$ cat config.mk
export PLATFORM = sky130hd
export DESIGN_NAME = timebase_sched
export DESIGN_NICKNAME = d
export VERILOG_FILES = /design/src/rtl/timebase_sched.sv
export SDC_FILE = /design/constraint.sdc
export NUM_CORES = 1
export LEC_CHECK = 0
export CAP_MARGIN = 20
export CORE_MARGIN = 2
export CORE_UTILIZATION = 40
export CTS_CLUSTER_SIZE = 28
export DETAILED_ROUTE_END_ITERATION = 8
export SLEW_MARGIN = 25
export SYNTH_ARGS = -nofsm -noshare
export SYNTH_HDL_FRONTEND = slang
export SYNTH_SLANG_ARGS = --single-unit
$ cat constraint.sdc
create_clock -name clki -period 3.51 [get_ports clki]
set_clock_uncertainty 0.1 [all_clocks]
set_input_delay 0.8775 -clock clki [delete_from_list [all_inputs] [get_ports clki]]
set_output_delay 0.8775 -clock clki [all_outputs]
set_load 0.01 [all_outputs]
$ cat src/rtl/timebase_sched.sv
// timebase_sched: one shared prescaler generating a base tick, feeding four
// independent countdown channels (periodic or one-shot). Each channel emits a
// 1-cycle expiry pulse and a square wave that toggles on every expiry.
module timebase_sched #(
   parameter int PRESC = 50000000,
   parameter int PW    = 16
) (
   input  logic          clki,
   input  logic          rst_n,
   input  logic          cfg_we,
   input  logic [1:0]    cfg_ch,
   input  logic [PW-1:0] cfg_period,
   input  logic          cfg_mode,
   input  logic [3:0]    start,
   input  logic [3:0]    stop,
   output logic          base_tick,
   output logic [3:0]    ch_tick,
   output logic [3:0]    ch_sq,
   output logic [3:0]    busy,
   output logic          cfg_err
);

   localparam int              PRE_W    = (PRESC > 1) ? $clog2(PRESC) : 1;
   localparam logic [PRE_W-1:0] PRE_LAST = PRE_W'(PRESC - 1);

   localparam logic [0:0] S_IDLE = 1'b0;
   localparam logic [0:0] S_RUN  = 1'b1;

   logic [PRE_W-1:0] pre;
   logic [0:0]       state      [4];
   logic [PW-1:0]    period     [4];
   logic [PW-1:0]    count      [4];
   logic [3:0]       mode;

   logic             cfg_ok;
   logic [3:0]       cfg_hit;
   logic [PW-1:0]    eff_period [4];

   // Config acceptance and the period a same-cycle start must use
   always_comb begin
      cfg_ok  = cfg_we && (state[cfg_ch] == S_IDLE) && (cfg_period != '0);
      cfg_hit = '0;
      if (cfg_ok) cfg_hit[cfg_ch] = 1'b1;
      for (int i = 0; i < 4; i++) begin
         eff_period[i] = cfg_hit[i] ? cfg_period : period[i];
         busy[i]       = (state[i] == S_RUN);
      end
   end

   // Free-running prescaler; base_tick is registered one cycle after pre hits its last value
   always_ff @(posedge clki) begin
      if (!rst_n) begin
         pre       <= '0;
         base_tick <= 1'b0;
      end else begin
         base_tick <= (pre == PRE_LAST);
         pre       <= (pre == PRE_LAST) ? '0 : pre + PRE_W'(1);
      end
   end

   // Config registers: writes land only on idle channels with a nonzero period
   always_ff @(posedge clki) begin
      if (!rst_n) begin
         for (int i = 0; i < 4; i++) period[i] <= '0;
         mode    <= '0;
         cfg_err <= 1'b0;
      end else begin
         cfg_err <= cfg_we && !cfg_ok;
         if (cfg_ok) begin
            period[cfg_ch] <= cfg_period;
            mode[cfg_ch]   <= cfg_mode;
         end
      end
   end

   // Channel FSMs: stop beats expiry and start; count is only zero while idle
   always_ff @(posedge clki) begin
      if (!rst_n) begin
         for (int i = 0; i < 4; i++) begin
            state[i] <= S_IDLE;
            count[i] <= '0;
         end
         ch_tick <= '0;
         ch_sq   <= '0;
      end else begin
         ch_tick <= '0;
         for (int i = 0; i < 4; i++) begin
            case (state[i])
               S_IDLE: begin
                  if (start[i] && !stop[i] && (eff_period[i] != '0)) begin
                     state[i] <= S_RUN;
                     count[i] <= eff_period[i];
                  end
               end
               default: begin
                  if (stop[i]) begin
                     state[i] <= S_IDLE;
                     count[i] <= '0;
                     ch_sq[i] <= 1'b0;
                  end else if (base_tick) begin
                     if (count[i] == PW'(1)) begin
                        ch_tick[i] <= 1'b1;
                        ch_sq[i]   <= ~ch_sq[i];
                        if (mode[i]) begin
                           state[i] <= S_IDLE;
                           count[i] <= '0;
                        end else begin
                           count[i] <= period[i];
                        end
                     end else begin
                        count[i] <= count[i] - PW'(1);
                     end
                  end
               end
            endcase
         end
      end
   end

endmodule

After elaboration in Yosys (flattened, before gate mapping)
Memory sizes are Yosys's and may differ from the RTL's.
Index checks and enable logic that the tools add are counted.
{ "word_totals": {"regBits": 40, "out_inout_bits": 14, "mem_bits_rw": 132, "elab_cells": 285, "mem_count": 3, "in_bits": 30} }
{ "classes": {"n_eq_ne": 5, "reduce_logical": 40, "n_lt_le_gt_ge": 2, "n_addsub": 5, "bitwise": 43, "n_mux": 175} }
{ "memory_table": {"columns": ["name", "depth", "word_bits", "rd", "rd_ports_with_merged_regs", "write_ports", "line", "text"], "rows": [
  ["count", 4, 16, 4, 0, 4, "32", "logic [PW-1:0] count [4];"],
  ["period", 4, 16, 4, 0, 4, "31", "logic [PW-1:0] period [4];"],
  ["state", 4, 1, 5, 0, 4, "30", "logic [0:0] state [4];"]
]} }
{ "op_table": {"columns": ["cell", "count"], "rows": [
  ["$mux W16", 25],
  ["$mux W1", 146],
  ["$reduce_bool A16 Y1", 5],
  ["$eq A16 B1 Y1 const B", 4],
  ["$sub A16 B1 Y16 const B", 4],
  ["$or A1 B1 Y1", 32],
  ["$add A26 B1 Y26 const B", 1],
  ["$eq A26 B26 Y1 const B", 1],
  ["$reduce_bool A2 Y1", 8],
  ["$reduce_or A16 Y1", 1],
  ["$reduce_or A4 Y1", 4],
  ["$logic_and A1 B1 Y1", 12],
  ["$reduce_and A3 Y1", 4],
  ["$not A1 Y1", 11],
  ["$logic_not A1 Y1", 5],
  ["$bwmux W4", 1],
  ["$mux W4", 1],
  ["$lt A2 B3 Y1 const B", 1],
  ["$demux W1 S2", 1],
  ["$ge A2 B1 Y1 const B", 1],
  ["$mux W2", 1],
  ["$reduce_or A2 Y1", 1]
]} }

Logic depth before layout (Yosys ltp)
{ "logic_depth": {"word_depth": 17, "depth_mapped": 9, "depth_no_buf": 7} }

Worst setup path after synthesis
Ideal clock, no wire load.
{ "synth_path": {"kind": "input to register", "from": "input cfg_period[8]", "to": "memory count[2][0] (enable)", "t_arrival_ps": 2732, "setup_time_ps": 364, "stages": 7, "required_ps": 3046, "setup_slack_ps": 315, "path_buffers": 2, "cell_sequence": "nor4_1 -> a41oi_2 -> buf_6 -> a21o_1 -> a21oi_2 -> buf_2 -> nand2_1"} }
{ "synth_lines": {"columns": ["item", "line", "text"], "rows": [
  ["start, declared", "12", "input logic [PW-1:0] cfg_period,"],
  ["end, declared", "32", null]
]} }

==> impl_results.md <==
- Status: complete, no violations
- Max Slew Vio Count: 0
- Placed wire-length estimate: 18,500 µm
- Start of the worst register-to-register path: count[0][7]$_SDFFCE_PN0P_
- Slew HR: 41.1%
- Final Hold Fails: 0
- WP data required: 3.53 ns
- Least-Margin Pin Slew: 0.881 ns
- Hold-fix buffer count after cts: 0
- CTS tree: yes
- Ports: 44
- Share of the synthesized area in the top cell type: 40.2%
- Syn avg cell area: 10.1 µm²
- FMAX: 328 MHz
- Starting density of the core: 40.9%
- Clk pin slew, worst setup/hold paths: 0.06 ns
- Cells after Synth: 950
- Clock Latency Late Sink: 0.43 ns
- TritonCTS Buffers: 17
- Cell area power density: 427 nW/µm²
- Worst Setup SP: cfg_period[12]
- Core Region: 23,500 µm²
- Minimum clock period: 3.04 ns
- Net count reported at finish: 1,062
- Drt wl/cell: 19.6 µm
- Switching share of power: 25.7%
- Crit start category: input pin
- Hold wc startpoint: mode[0]$_SDFFE_PN0P_
- Initial antenna violation count: 0
- CTS Sinks: 172
- Chip width: 159 µm
- Worst Hold Depth: 1
- GP Congestion: 0.803
- Crit path capture type: flop
- Share of cells above drive strength 1: 12.3%
- Int Pwr: 0.00362 W
- Syn_nets: 989
- Synth top area cells: edfxtp_1 (40%), dfxtp_1 (8.9%), xnor2_1 (4.0%)
- Setup ws final: 0.466 ns
- Most frequent cells in the layout: edfxtp_1 (129), a21oi_1 (72), nor2_1 (68)
- Pre-CTS setup slack: 0.0627 ns
- Filler Cells Inserted: 2,193
- Final setup vio count: 0
- Sequential area share after synthesis: 49.2%
- First-pass GRT wire length: 42,100 µm
- Drt initial violations: 692
- GR Overflow Total: 0
- Clock share of power: 38.9%
- WP data arrival: 3.07 ns
- Antenna diodes: 0
- H-tree depth: 4
- DRC Markers: 0
- Post-route ant nets: 0
- Total Power: 0.00487 W
- P&R area growth vs syn: 18.3%
- Pleak: 4.05 nW
- Switch Pwr: 0.00125 W
- EDFF count, synth: 129
- Fin crit share: 86.7%
- Reg2reg path depth: 5
- Maximum root-to-sink buffer count: 2
- Synth unique cells: 61
- Port-buffer cells: 43
- # rows: 56
- Most common cell after layout, fill and taps aside: edfxtp_1
- Area leader, netlist: edfxtp_1
- Pin count of the biggest net entering global routing: 36
- Worst-path fanout max: 17
- RSZ-0062 raised after global routing: false
- Maxcap violations: 0
- Async SR Flop Fraction: 0%
- CTS resizes: 0
- Min-delay worst type: flop to flop
- Combinational Power Share: 11.7%
- Worst VDD drop: 0.298 mV
- 1st-pass router iterations: 5
- Vias per inst: 5.79
- Most used DFF post-synth: edfxtp_1
- Via count: 7,846
- Setup TNS: 0 ns
- Seq cells post-synth: 172
- Flop pwr share: 49.4%
- Total wire length: 26,600 µm
- CTS root buf: clkbuf_16
- YS warnings: 0
- Die area: 25,300 µm²
- Setup repair bufs after CTS: 0
- CP Class: input pin to flop
- Die height: 159 µm
- Vias in the first global route: 7,500
- Mapped cell area: 9630 µm²
- Total GRT Usage: 21.2%
[registers in the layout, indices dropped and copies added, names as in the netlist]
name       cells
mode           4
ch_sq          4
count         64
pre           26
ch_tick        4
cfg_err        1
period        64
state          4
base_tick      1
[worst paths after layout]
| kind | endpoint | slack (ns) |
|---|---|---|
| max | period[0][0]$_SDFFCE_PN0P_ | 0.47 |
| min | state[0]$_DFF_P_ | 0.34 |
| max reg2reg | count[0][9]$_SDFFCE_PN0P_ | 0.51 |
| min reg2reg | state[0]$_DFF_P_ | 0.34 |
[power by group through the flow]
stage	combinational [W]	sequential (W)	clock, W
2_1_floorplan	0.000325	0.00242	0
3_3_place_gp	0.000561	0.00244	0
3_5_place_dp	0.000561	0.00245	0
4_1_cts	0.000566	0.00240	0.00193
5_1_grt	0.000621	0.00242	0.00201
6_report	0.000568	0.00241	0.00190
[per-stage QoR]
stage | instance area [µm²] | hold slack, ns | instances | utilization (%)
final | 11400 | 0.340 | 1355 | 48.4
after global routing | 11400 | 0.364 | 1355 | 48.4
after CTS | 11400 | 0.342 | 1355 | 48.4
after detailed placement | 10800 | 0.335 | 1323 | 45.8
after global placement | 10800 | 0.320 | 1323 | 45.8
after floorplan | 9630 | 0.307 | 950 | -
[synthesized netlist by cell type (17+ instances only)]
cell	number
and3_1	55
nor3_1	19
a22oi_1	43
nand3_1	20
clkbuf_1	44
xor2_1	30
nor4_1	37
edfxtp_1	129
nand2_1	40
o31ai_1	17
a21boi_0	20
inv_1	22
nor2_1	69
xnor2_1	44
nand4_1	25
o21ai_0	40
and2_1	35
a21oi_1	72
dfxtp_1	43
[area by class of cell]
class / count / area [µm²] / share of cell area [%]
Clock buffer: 22 / 528 / 4.63
Inverter: 22 / 82.6 / 0.725
Multi-Input combinational cell: 696 / 4560 / 40.0
Tap cell: 319 / 399 / 3.50
Clock inverter: 10 / 73.8 / 0.648
Timing Repair Buffer: 114 / 1010 / 8.89
Sequential cell: 172 / 4730 / 41.6
[per-layer routing]
layer	part of all wire, %	vias to the layer above	global-route usage [%]
met3	4.8	44	3.20
met5	0	-	0
li1	-	3786	-
met1	46	3789	29.0
met4	2.8	0	7.60
met2	46	227	34.2
[worst max-delay path, cell delays in order]
cell and delay [ns]:
clkdlybuf4s50_1 0.60, nor4_1 0.09, buf_4 0.15, a41oi_2 0.24, buf_12 0.17, and2_1 0.50
nand2b_1 0.19, buf_4 0.23
[cell families after synthesis]
logic type / count (synthesis) / synth area share (%)
flip-flops: 172 / 49.2
XOR/XNOR: 74 / 6.73
buffers and inverters: 82 / 3.85
multiplexers: 3 / 0.442
adder cells (fa/ha/maj): 9 / 1.17
AO/OA/AOI/OAI: 250 / 17.3
AND/OR/NAND/NOR: 360 / 21.3
(Power assumes the default switching activity.)
